## config.mk

```make
export PLATFORM = sky130hd
export DESIGN_NAME = clk_rst_sequencer
export DESIGN_NICKNAME = d
export VERILOG_FILES = /design/src/rtl/clk_rst_sequencer.sv
export SDC_FILE = /design/constraint.sdc
export NUM_CORES = 1
export LEC_CHECK = 0
export ABC_AREA = 1
export CAP_MARGIN = 20
export CELL_PAD_IN_SITES_DETAIL_PLACEMENT = 0
export CELL_PAD_IN_SITES_GLOBAL_PLACEMENT = 1
export CORE_AREA = 5 5 76 78
export CTS_CLUSTER_DIAMETER = 60
export DETAILED_ROUTE_END_ITERATION = 12
export DIE_AREA = 0 0 81 83
export GPL_TIMING_DRIVEN = 0
export PLACE_DENSITY_LB_ADDON = 0.1
export RECOVER_POWER = 100
export REMOVE_ABC_BUFFERS = 1
export SETUP_SLACK_MARGIN = 0.2
export SLEW_MARGIN = 20
export SYNTH_ARGS = -nofsm -noshare
export SYNTH_HDL_FRONTEND = slang
export SYNTH_SLANG_ARGS = --single-unit
```

## constraint.sdc

```tcl
create_clock -name clk -period 6.5 [get_ports clk]
set_input_delay 0.975 -clock clk [delete_from_list [all_inputs] [get_ports clk]]
set_output_delay 0.975 -clock clk [all_outputs]
set_load 0.03 [all_outputs]
```

## src/rtl/clk_rst_sequencer.sv

```systemverilog
// DCM supervisor and staggered reset sequencer: pulses the DCM reset, waits for lock,
// retries on timeout or clkfx stop, then releases downstream resets one channel at a time.
module clk_rst_sequencer #(
   parameter int CHANNELS       = 3,
   parameter int SYNC_STAGES    = 2,
   parameter int DCM_RST_CYCLES = 4,
   parameter int LOCK_TIMEOUT   = 65536,
   parameter int STAGGER_CYCLES = 256,
   parameter int MAX_RETRIES    = 8,
   parameter int CNT_WIDTH      = 17
) (
   input  logic                clk,
   input  logic                reset_n,
   input  logic                lock_in,
   input  logic                clkfx_stopped,
   output logic                dcm_rst,
   output logic [CHANNELS-1:0] rst_out,
   output logic                ready,
   output logic [7:0]          retry_count,
   output logic                fault
);

   localparam int IDX_W = (CHANNELS > 1) ? $clog2(CHANNELS) : 1;

   localparam logic [2:0] ST_DCM_RST   = 3'd0;
   localparam logic [2:0] ST_WAIT_LOCK = 3'd1;
   localparam logic [2:0] ST_RELEASE   = 3'd2;
   localparam logic [2:0] ST_RUN       = 3'd3;
   localparam logic [2:0] ST_FAULT     = 3'd4;

   localparam logic [CNT_WIDTH-1:0] CNT_ONE  = CNT_WIDTH'(1);
   localparam logic [CNT_WIDTH-1:0] RST_LAST = CNT_WIDTH'(DCM_RST_CYCLES - 1);
   localparam logic [CNT_WIDTH-1:0] LTO_LAST = CNT_WIDTH'(LOCK_TIMEOUT - 1);
   localparam logic [CNT_WIDTH-1:0] STG_LAST = CNT_WIDTH'(STAGGER_CYCLES - 1);
   localparam logic [IDX_W-1:0]     IDX_ONE  = IDX_W'(1);
   localparam logic [IDX_W-1:0]     IDX_LAST = IDX_W'(CHANNELS - 1);
   localparam logic [7:0]           RETRY_LIMIT = 8'(MAX_RETRIES);

   logic [SYNC_STAGES-1:0] lock_sync_q, lock_sync_d;
   logic [SYNC_STAGES-1:0] stop_sync_q, stop_sync_d;
   logic                   lock_s, stop_s;
   logic [2:0]             state_q, state_d;
   logic [CNT_WIDTH-1:0]   cnt_q, cnt_d;
   logic [IDX_W-1:0]       idx_q, idx_d;
   logic [7:0]             retry_q, retry_d, retry_inc;
   logic                   dcm_rst_q, dcm_rst_d;
   logic                   ready_q, ready_d;
   logic                   fault_q, fault_d;
   logic [CHANNELS-1:0]    rst_out_q, rst_out_d;
   logic [CHANNELS-1:0]    idx_mask;

   assign lock_s = lock_sync_q[SYNC_STAGES-1];
   assign stop_s = stop_sync_q[SYNC_STAGES-1];

   always_comb begin
      idx_mask = '0;
      for (int i = 0; i < CHANNELS; i++) begin
         idx_mask[i] = (IDX_W'(i) == idx_q);
      end
   end

   always_comb begin
      lock_sync_d = {lock_sync_q[SYNC_STAGES-2:0], lock_in};
      stop_sync_d = {stop_sync_q[SYNC_STAGES-2:0], clkfx_stopped};
      retry_inc   = (retry_q == 8'hFF) ? retry_q : retry_q + 8'd1;

      state_d   = state_q;
      cnt_d     = cnt_q + CNT_ONE;
      idx_d     = idx_q;
      retry_d   = retry_q;
      rst_out_d = rst_out_q;

      case (state_q)
         ST_DCM_RST: begin
            if (cnt_q == RST_LAST) begin
               state_d = ST_WAIT_LOCK;
               cnt_d   = '0;
            end
         end
         ST_WAIT_LOCK: begin
            // Lock takes priority over a coincident timeout or clkfx stop.
            if (lock_s) begin
               state_d = ST_RELEASE;
               cnt_d   = '0;
               idx_d   = '0;
               retry_d = '0;
            end else if (stop_s || (cnt_q == LTO_LAST)) begin
               retry_d = retry_inc;
               cnt_d   = '0;
               state_d = (retry_inc >= RETRY_LIMIT) ? ST_FAULT : ST_DCM_RST;
            end
         end
         ST_RELEASE: begin
            if (!lock_s) begin
               state_d = ST_DCM_RST;
               cnt_d   = '0;
            end else if (cnt_q == STG_LAST) begin
               cnt_d     = '0;
               rst_out_d = rst_out_q & ~idx_mask;
               idx_d     = idx_q + IDX_ONE;
               if (idx_q == IDX_LAST) begin
                  state_d = ST_RUN;
               end
            end
         end
         ST_RUN: begin
            cnt_d = cnt_q;
            if (!lock_s) begin
               state_d = ST_DCM_RST;
               cnt_d   = '0;
            end
         end
         ST_FAULT: begin
            cnt_d = cnt_q;
         end
         default: begin
            state_d = ST_DCM_RST;
            cnt_d   = '0;
         end
      endcase

      // Outputs are registered from the next state so they line up with state_q.
      if (state_d == ST_RUN) begin
         rst_out_d = '0;
      end else if (state_d != ST_RELEASE) begin
         rst_out_d = '1;
      end
      dcm_rst_d = (state_d == ST_DCM_RST) || (state_d == ST_FAULT);
      ready_d   = (state_d == ST_RUN);
      fault_d   = (state_d == ST_FAULT);
   end

   always_ff @(posedge clk or negedge reset_n) begin
      if (!reset_n) begin
         lock_sync_q <= '0;
         stop_sync_q <= '0;
         state_q     <= ST_DCM_RST;
         cnt_q       <= '0;
         idx_q       <= '0;
         retry_q     <= '0;
         dcm_rst_q   <= 1'b1;
         rst_out_q   <= '1;
         ready_q     <= 1'b0;
         fault_q     <= 1'b0;
      end else begin
         lock_sync_q <= lock_sync_d;
         stop_sync_q <= stop_sync_d;
         state_q     <= state_d;
         cnt_q       <= cnt_d;
         idx_q       <= idx_d;
         retry_q     <= retry_d;
         dcm_rst_q   <= dcm_rst_d;
         rst_out_q   <= rst_out_d;
         ready_q     <= ready_d;
         fault_q     <= fault_d;
      end
   end

   assign dcm_rst     = dcm_rst_q;
   assign rst_out     = rst_out_q;
   assign ready       = ready_q;
   assign retry_count = retry_q;
   assign fault       = fault_q;

endmodule

```

Word-level counts from Yosys, hierarchy flattened
Index checks and enable logic that the tools add are counted. Widths: inputs -> output; s select.

Output and inout bits: 14. Memories kept: 0. Bits in writable memories: 0. Word-level logic and storage cells: 77. Bits in registers: 40. Latch bits: 0. Input port bits: 4. Memory bits (read-only): 0.

Reductions and logical operators: 14. Bitwise gates (word level): 3. Multipliers: 0. Muxes and demuxes: 28. Divide/modulo/power cells: 0. $add $sub $neg: 3. $lt $le $gt $ge: 1. Shifts and indexed selects: 0. Eq/ne operators: 18.

Operators by type and width (number): $mux 17 (6); $pmux 17 s5 (1); $mux 3 (13); $mux 8 (3); $add 17x1->17 const B (1); $eq 17x16->1 const B (1); $eq 17x2->1 const B (1); $eq 17x8->1 const B (1); $pmux 3 s5 (1); $eq 3x2->1 const B (3); $reduce_bool 3->1 (3); $add 8x1->8 const B (1); $eq 8x8->1 const B (1); $ge 8x4->1 const B (1); $ne 2x2->1 const B (4); $eq 3x3->1 const B (2); $logic_not 3->1 (2); $mux 2 (3); $pmux 2 s2 (1); $reduce_and 2->1 (2); $reduce_and 4->1 (1); $reduce_bool 2->1 (2); $and 3x3->3 (1); $eq 3x1->1 const B (1); 10 further kinds (11).

Longest topological paths before layout
Depth in word-level cells: 10. Gate-level depth with buffers: 18.

Worst setup path after synthesis
OpenSTA, ideal clock, no wires.

Path type: register to register. Start: reg cnt_q[0]. End: reg cnt_q[3]. Period minus slack after synthesis: 2.184 ns. Path slack: 4.316 ns. Arrival time: 2.064 ns. Path buffers: 0. Stages on the path, launching flop included: 17. Library setup time: 0.120 ns. Cells stage by stage: dfrtp_1 -> ha_1 -> nand3_1 -> inv_1 -> nand3_1 -> nor3_1 -> nand3_1 -> nor2_1 -> ha_1 -> nor2_1 -> nand3_1 -> nor2_1 -> inv_1 -> nand2_1 -> nor2_4 -> nand2_4 -> and3_1.

Word-level cells in the longest chain between the ends: 5. Elaborated cells between the ends (all ways): 11. Those cells by class: add/sub (1); eq/ne (3); mux (6); reduce/logical (1).

RTL lines: start: declaration (line 43) `logic [CNT_WIDTH-1:0] cnt_q, cnt_d;`; start signal: assignment (line 149) `cnt_q <= cnt_d;`; branches (longest 4 deep; another with $add 17x1->17); $pmux 17 s5 * (line 73) `case (state_q)`.

Every way passes the cells marked *. A chain may end at the register's enable or synchronous reset.

Worst setup path after layout
Start: reg cnt_q[0]. End: reg cnt_q[4].

Same word-level chain as after synthesis.

==> results.yml <==
timing:
  period_needed_ns: 2.81
  slew_headroom: 0.197
  max_slew.worst_pin.slew_ns: 1.20
  finalSetupTns_ns: 0
  min_period_over_period: 0.432
  finClkSkew_ns: 0.0107
  max_freq_mhz: 356
  final_max_slew_viol_count: 0
  finalHoldViolations: 0
  rsz0062_at_grt: "no"
  finalSetupViolCount: 0
worst_setup_path:
  r2r_slack_ns: 3.69
  timing.rr.end: "cnt_q[4]$_DFFE_PN0P_"
  worstPathRequired_ns: 6.67
  endpoint_kind: "flop"
  critPathSlowestCell: "dfrtp_1"
  crit_type: "flop to flop"
  path_cells: "ha_1, nand3_1, inv_1, nand3_1, nor3_1, nand3_1, nor2_1, ha_1, nor2_1, nand3_1, nor2_1, inv_1, nand2_1, nor2_1, nand2_1, and3_1"
  reg2regPathDepth: 16
  r2r-start: "cnt_q[0]$_DFFE_PN0P_"
  cp_max_fo: 10
  arrival_ns: 2.98
  critPathMaxStageDelay_ns: 0.40
  startpoint_type: "flop"
logic_synthesis:
  synth_edf_count: 0
  ys_ff_latch: 40
  yosys_most_used_dff: "dfrtp_1"
  netlist_instances: 281
  syn_area_mm2: 0.00222
  seq_area_frac_synth: 0.453
  ys_warn_count: 0
  ys_types: 35
  netlist_top_cells_area: "dfrtp_1, nand2_1, inv_1"
  synth.top_cell.area_share: 0.406
  yosys.area.top_type: "dfrtp_1"
  syn_avg_cell_area_um2: 7.90
  synth-async-reset-ratio: 1.00
grt:
  grt_pass1_wl_um: 7600
  grt_usage: 0.143
  grt_max_degree: 23
  overflow: 0
  antenna_found_initial: 0
  first_global_vias: 1711
route:
  first_pass_iters: 4
  num_vias: 1747
  vias_per_cell: 4.65
  drt_iter0_drc: 48
  drt-total-wl_um: 4390
  final_antenna_net_count: 0
  wl_per_cell_um: 11.7
  route.detailed.drc: 0
die:
  start_util: 0.443
  io_pins: 18
  die_area_mm2: 0.00672
  die_x_um: 81
  core_mm2: 0.00501
  row_count: 26
  die_h_um: 83
clocking:
  insertion_delay_ns: 0.29
  cts.sink_count: 40
  cts_tree: "done"
  numCtsBuffers: 5
  cts.hold.buffers_added: 0
  cts_root_buffer: "clkbuf_8"
  clk_pin_slew_ns: 0.08
  post-cts-setup-buffers: 0
  clk_path_buf_depth: 2
  cts_resized: 0
  htreeDepth: 2
cells_and_area:
  layout_commonest_cell: "nand2_1"
  layout_common_cells: "nand2_1, inv_1, dfrtp_1, nor2_1, nand3_1"
  diodes: 0
  nNetsFinal: 315
  synthToLayoutAreaGrowth_pct: 15.6
  layout-drive-gt1-share: 0.0719
  fin_util: 0.512
worst_hold_path:
  hold_path_depth: 0
  hold_path.class: "flop to flop"
  hp-start: "stop_sync_q[0]$_DFF_PN0_"
  min_delay_worst_endpoint: "stop_sync_q[1]$_DFF_PN0_"
run:
  cap_viol_max_count: 0
outcome:
  status: "finished clean"
placed_design:
  gp_congestion: 0.774
  io_buffers: 17
  place_hpwl_um: 3370
power:
  ir_drop_uv: 201
  p_leak_nw: 1.25
  p_per_area_mw_per_mm2: 355
sequential cells by signal, indices dropped and copies added, names as in the netlist, 2 cells and up:
| signal | cells |
|---|---|
| idx_q | 2 |
| lock_sync_q | 2 |
| stop_sync_q | 2 |
| retry_count | 8 |
| cnt_q | 17 |
| state_q | 3 |
| rst_out | 3 |
power by group:
part / switching, mW / internal [mW]
Clock: 0.0847 / 0.153
Combinational: 0.227 / 0.109
Sequential: 0.0380 / 0.301
Total: 0.350 / 0.563
routing by layer:
| metal | global-route usage | vias up | routed length [um] | part of all wire |
|---|---|---|---|---|
| met5 | 0 | - | 0 | 0 |
| met3 | 0.0357 | 6 | 123 | 0.028 |
| li1 | - | 952 | - | - |
| met4 | 0.0369 | 0 | 57 | 0.013 |
| met2 | 0.237 | 22 | 2080 | 0.47 |
| met1 | 0.182 | 767 | 2120 | 0.48 |
cell type report:
type                       instances  area, um^2
tap                               70        87.6
inverter                          49         184
clock inverter                     2        60.1
clock buffer                       6        72.6
sequential                        40        1010
fill                             537        2440
multi-input combinational        191         990
timing repair buffer              18         168
cell usage after synthesis, drive strengths merged (3+ instances only):
cell type and number:
nand4 6, a21oi 3, dfrtp 36, o22ai 5
o21ai 15, nor2 36, nand2 59, ha 6
xor2 6, dfstp 4, nand3 34, inv 49
nor3 8
kinds of logic after synthesis:
group | after synthesis | share of synthesized area
xor gates and xnor gates | 7 | 0.0276
AOI/OAI and AO/OA | 30 | 0.0896
buffers and inverters | 50 | 0.0879
adders and majority gates | 6 | 0.0338
and+or+nand+nor | 148 | 0.308
DFF | 40 | 0.453
worst max-delay path by stage:
stage,slack [ns],endpoint,cells after the start,start
after floorplan,4.32,cnt_q[3]$_DFFE_PN0P_,16,cnt_q[0]$_DFFE_PN0P_
after global placement,3.39,cnt_q[11]$_DFFE_PN0P_,1,reset_n
after detailed placement,3.99,cnt_q[8]$_DFFE_PN0P_,17,cnt_q[0]$_DFFE_PN0P_
after CTS,3.95,cnt_q[4]$_DFFE_PN0P_,16,cnt_q[0]$_DFFE_PN0P_
after global routing,3.29,cnt_q[8]$_DFFE_PN0P_,17,cnt_q[0]$_DFFE_PN0P_
final,3.69,cnt_q[4]$_DFFE_PN0P_,16,cnt_q[0]$_DFFE_PN0P_
through the flow:
step	setup WS [ns]	power (mW)	instance area [um^2]	hold slack, ns	cells
floorplan	4.32	0.604	2210	0.331	280
global placement	3.39	0.717	2470	0.334	367
detailed placement	3.99	0.720	2490	0.336	368
CTS	3.95	0.962	2620	0.346	376
global route	3.29	0.983	2570	0.366	376
finish	3.69	0.912	2570	0.338	376
worst max-delay path: cells and delay by family (launching register included):
kind	cells	cell delay [ns]
flip-flops	1	0.40
buffers and inverters	2	0.17
adder cells (fa/ha/maj)	2	0.38
AND/OR/NAND/NOR	12	1.75
Power figures use the tool's default switching activity.
==> RTL edit 1, RTL diff (same flow settings) <==
The parameter `CNT_WIDTH` goes from 17 to 19.
--- a/src/rtl/clk_rst_sequencer.sv
+++ b/src/rtl/clk_rst_sequencer.sv
@@ -9,3 +9,3 @@
    parameter int MAX_RETRIES    = 8,
-   parameter int CNT_WIDTH      = 17
+   parameter int CNT_WIDTH      = 19
 ) (
Function: no difference found for any inputs over 10 cycles, from zero or initial values and one cycle with reset_n low; that may be too few to reach the edited logic, so the function may still have changed.
==> RTL edit 1 against the unedited design <==
Synthesized area rose by 14%; final area up 10%; sequential cell count increased by 2; global-route usage rose by 2.8 points; worst setup slack improved by 240 ps; register-to-register slack better by 300 ps; first-iteration DRC count increased by 19%; power decreased by 4.4%; routed wire length grew 20%.
==> RTL edit 1: results (changes against the unedited design) <==
[placed_design]
placed_area_sq_um = 2790  ; was 2490 sq um
gp_congestion = 0.843  ; was 0.774
hpwlAfterDp_microns = 3920  ; was 3370 microns

[worst_setup_path]
crit_family = buffers and inverters  ; was simple AND/OR/NAND/NOR gates
critPathArrivalTime_ps = 1590  ; was 2980 ps
worstPathMaxFanout = 3  ; was 10
crit_path_top_delay_cell = dlygate4sd3_1  ; was dfrtp_1
reg2regPathDepth = 8  ; was 16
max_stage_delay_ps = 740  ; was 400 ps

[synth]
ys_top_cells_by_area = dfrtp_1 (38%), nand2_1 (11%), inv_1 (6.5%), nand3_1 (6.3%), nor2_1 (5.5%)  ; was dfrtp_1 (41%), nand2_1 (9.6%), inv_1 (7.6%), nand3_1 (7.0%), nor2_1 (4.9%)
synthTopCellsByCount = nand2_1 (71), inv_1 (44), dfrtp_1 (38), nor2_1 (37), nand3_1 (32)  ; was nand2_1 (57), inv_1 (45), dfrtp_1 (36), nand3_1 (31), nor2_1 (29)
ys_types = 33  ; was 35
ys_seq_area_share_pct = 41.9  ; was 45.3%

[final_layout]
final_nets = 361  ; was 315
largest_reg_flops = 19  ; was 17
fill_cells = 513  ; was 537
drive_gt1_share_pct = 11.3  ; was 7.19%

[clock_tree]
root_buffer = clkbuf_8  ; unchanged

[outcome]
status = finished, final reports clean  ; unchanged

[power]
ir_drop_uv = 203  ; was 201 uV

[sta]
fin_skew_ps = 8.86  ; was 10.7 ps
relSlewSlack_pct = 22.2  ; was 19.7%

[routing]
via_count = 2128  ; was 1,747
drt_iter0_drc = 57  ; was 48
post_drt_wl_per_cell_microns = 12.4  ; was 11.7 microns

[global_routing]
grt_util_all_layers_pct = 17.1  ; was 14.3%

==> RTL edit 1: kinds of logic (layout without fill, tap and decap cells) <==
family	count (synthesis)	in the layout	share of synthesized area, %
AND/OR/NAND/NOR	182	182	35.5
buffers and inverters	51	75	7.89
flip-flops	42	42	41.9
AO/OA/AOI/OAI	41	41	9.47
XOR/XNOR	8	8	2.78
adder cells (fa/ha/maj)	5	5	2.48
==> RTL edit 1: through the flow <==
stage                     power, mW  util [%]  setup slack (ps)  std cells
after CTS                     0.913      57.9              4000        423
final                         0.872      56.4              3940        423
after global placement        0.694      55.2              3300        414
after global routing          0.938      56.4              3470        423
after floorplan               0.597         -              4790        327
after detailed placement      0.701      55.7              4330        415
==> RTL edit 1: worst paths after layout <==
kind / endpoint / startpoint / slack [ps]
max: rst_out[2] / rst_out[2]$_DFFE_PN1P_ / 3940
min: lock_sync_q[1]$_DFF_PN0_ / lock_sync_q[0]$_DFF_PN0_ / 350
max reg2reg: cnt_q[9]$_DFFE_PN0P_ / cnt_q[0]$_DFFE_PN0P_ / 3990
min reg2reg: lock_sync_q[1]$_DFF_PN0_ / lock_sync_q[0]$_DFF_PN0_ / 350
max in group asynchronous: lock_sync_q[0]$_DFF_PN0_ / reset_n / 3990
min in group asynchronous: cnt_q[11]$_DFFE_PN0P_ / reset_n / 870
==> RTL edit 1: layout make-up <==
type | instances | share of cell area (%)
Tap cell | 70 | 3.10
Sequential cell | 42 | 37.4
Timing Repair Buffer | 18 | 5.94
Inverter | 49 | 6.51
Clock buffer | 6 | 2.57
Clock inverter | 2 | 1.33
Multi-Input combinational cell | 236 | 43.2
==> RTL edit 1: power by group <==
group | total, mW | switching, mW | internal (mW)
Clock | 0.210 | 0.0950 | 0.115
Sequential | 0.348 | 0.0388 | 0.309
Combinational | 0.314 | 0.212 | 0.103
Total | 0.872 | 0.345 | 0.527
==> RTL edit 1: routing by layer <==
metal / vias to the layer above / track usage, % / share of wire, %
met4: 0 / 4.30 / 1.2
met3: 5 / 3.90 / 2.8
li1: 1104 / - / -
met1: 993 / 23.8 / 52
met2: 26 / 26.7 / 44
met5: - / 0 / 0
==> RTL edit 2, RTL diff (config.mk and constraints unchanged) <==
Made on the original files. Put one more register stage on the output `retry_count`, cleared by the reset. The value now appears one clock later. The other outputs are not delayed to match.
--- a/src/rtl/clk_rst_sequencer.sv
+++ b/src/rtl/clk_rst_sequencer.sv
@@ -161,3 +161,9 @@
    assign ready       = ready_q;
-   assign retry_count = retry_q;
+   always_ff @(posedge clk or negedge reset_n) begin
+      if (!reset_n) begin
+         retry_count <= '0;
+      end else begin
+         retry_count <= retry_q;
+      end
+   end
    assign fault       = fault_q;
Behaviour: not the same (a bounded check fails within 10 cycles, from zero or initial values and one cycle with reset_n low).
==> RTL edit 2 against the unedited design <==
The flow now finishes with violations (max-capacitance violations, max-slew violations); non-clock buffer count unchanged; power down 0.95%; sequential share of layout area up 3.0 points; synthesized area up 16%; routed wire length up 15%; worst setup slack better by 18 ps; final area up 11%; maximum frequency up 0.66%; sequential cell count up 8; critical path type is now in -> async; largest power group unchanged; highest routed layer unchanged.
==> RTL edit 2: results (changes against the unedited design) <==
[outcome]
violations = max-capacitance violations, max-slew violations
status = finished, violations left  ; was finished, final reports clean

[placed_design]
placed_area_sq_um = 2830  ; was 2490 sq um
dp_cells = 404  ; was 368
pre_cts_ws_ps = 4140  ; was 3990 ps
hpwlAfterDp_microns = 3870  ; was 3370 microns
port_buffers = 17  ; unchanged
gp_congestion = 0.846  ; was 0.774

[global_routing]
grt_pass1_vias = 2029  ; was 1,711
antenna_found_initial = 0  ; unchanged
grt_pass1_wl_microns = 9160  ; was 7600 microns
grt_max_degree = 33  ; was 23
gr-total-overflow = 0  ; unchanged
grt_util_all_layers_pct = 17.0  ; was 14.3%

[sta]
slew_violations = 33  ; was 0
relSlewSlack_pct = -7.87  ; was 19.7%
fin_skew_ps = 4.73  ; was 10.7 ps
whs_ps = 353  ; was 338 ps
fmax_mhz = 359  ; was 356 MHz

[clock_tree]
root_buffer = clkbuf_8  ; unchanged
path_clk_slew_ps = 80  ; about the same
postCtsSetupBuffers = 0  ; unchanged
cts_htree_levels = 2  ; unchanged
cts_inserted_buffers = 5  ; unchanged

[routing]
routed_via_density = 4.88  ; was 4.65
wl_microns = 5050  ; was 4390 microns
drt_iter0_drc = 62  ; was 48

[worst_setup_path]
crit_family = buffers and inverters  ; was simple AND/OR/NAND/NOR gates
r2r_end = retry_q[2]$_DFFE_PN0P_  ; was cnt_q[4]$_DFFE_PN0P_
worstPathMaxFanout = 32  ; was 10
crit_path_top_delay_cell = clkbuf_1  ; was dfrtp_1
reg2regPathDepth = 11  ; was 16
reg2reg_slack_ps = 3840  ; was 3690 ps
max_stage_delay_ps = 1230  ; was 400 ps
r2r-start = cnt_q[0]$_DFFE_PN0P_  ; unchanged
critPathArrivalTime_ps = 2900  ; was 2980 ps

[synth]
ys_top_cells_by_area = dfrtp_1 (43%), nand2_1 (9.3%), inv_1 (6.3%), nor2_1 (5.7%), nand3_1 (5.6%)  ; was dfrtp_1 (41%), nand2_1 (9.6%), inv_1 (7.6%), nand3_1 (7.0%), nor2_1 (4.9%)
synth.avg_cell_area_sq_um = 8.09  ; was 7.90 sq um
synth_flop_cell = dfrtp_1  ; unchanged
yosysMostFrequentCell = nand2_1  ; unchanged
ys_seq_area_share_pct = 46.9  ; was 45.3%
ys_types = 33  ; was 35
synthTopCellsByCount = nand2_1 (64), dfrtp_1 (44), inv_1 (43), nor2_1 (39), nand3_1 (29)  ; was nand2_1 (57), inv_1 (45), dfrtp_1 (36), nand3_1 (31), nor2_1 (29)

[power]
ir_drop_uv = 184  ; was 201 uV
cellLeakagePower_nw = 1.42  ; was 1.25 nW

[final_layout]
drive_gt1_share_pct = 9.06  ; was 7.19%
stdcell_count = 412  ; was 376
final_nets = 351  ; was 315

[flow_run]
maxCapViolCount = 1  ; was 0

[hold_path]
whs_endpoint = stop_sync_q[1]$_DFF_PN0_  ; unchanged

-- RTL edit 2: cell types whose count changed after synthesis, moves of 5 or more --
cell     unedited run  this run
nand4_1             6        12
nor2_1             29        39
o21ai_0            11        16
nand2_1            57        64
dfrtp_1            36        44
a21oi_1             2         8
-- RTL edit 2: where the power goes --
group | switching, mW | total, mW | internal, mW
combinational | 0.222 | 0.324 | 0.103
clock | 0.0966 | 0.183 | 0.0866
sequential | 0.0395 | 0.396 | 0.357
-- RTL edit 2: metal layers --
| layer | vias to the layer above | track usage, % | share of wire, % |
|---|---|---|---|
| li1 | 1070 | - | - |
| met1 | 923 | 22.6 | 48 |
| met2 | 14 | 28.0 | 49 |
| met3 | 2 | 3.35 | 1.9 |
| met4 | 0 | 4.61 | 0.59 |
| met5 | - | 0 | 0 |
-- RTL edit 2: final cells by class --
type                            instances  area, sq um
Clock buffer                            7         86.3
Clock inverter                          1         7.51
Tap cell                               70         87.6
Multi-Input combinational cell        219         1120
Timing Repair Buffer                   18          168
Sequential cell                        48         1210
Inverter                               49          184
Fill cell                             521         2150
-- RTL edit 2: how the worst max path moves through the flow --
stage / start / endpoint / depth (start not counted)
after CTS: rst_out[2]$_DFFE_PN1P_ / rst_out[2] / 1
after floorplan: cnt_q[0]$_DFFE_PN0P_ / rst_out[0]$_DFFE_PN1P_ / 16
after detailed placement: cnt_q[0]$_DFFE_PN0P_ / rst_out[1]$_DFFE_PN1P_ / 16
after global routing: reset_n / idx_q[0]$_DFFE_PN0P_ / 2
after global placement: reset_n / idx_q[1]$_DFFE_PN0P_ / 1
final: reset_n / stop_sync_q[1]$_DFF_PN0_ / 2
-- RTL edit 2: kinds of logic after synthesis --
| logic type | after synthesis | synth area share, % |
|---|---|---|
| buffers and inverters | 51 | 7.63 |
| adder cells (fa/ha/maj) | 6 | 2.92 |
| AND/OR/NAND/NOR | 173 | 32.8 |
| flip-flops | 48 | 46.9 |
| AO/OA/AOI/OAI | 34 | 7.78 |
| XOR/XNOR | 6 | 2.04 |
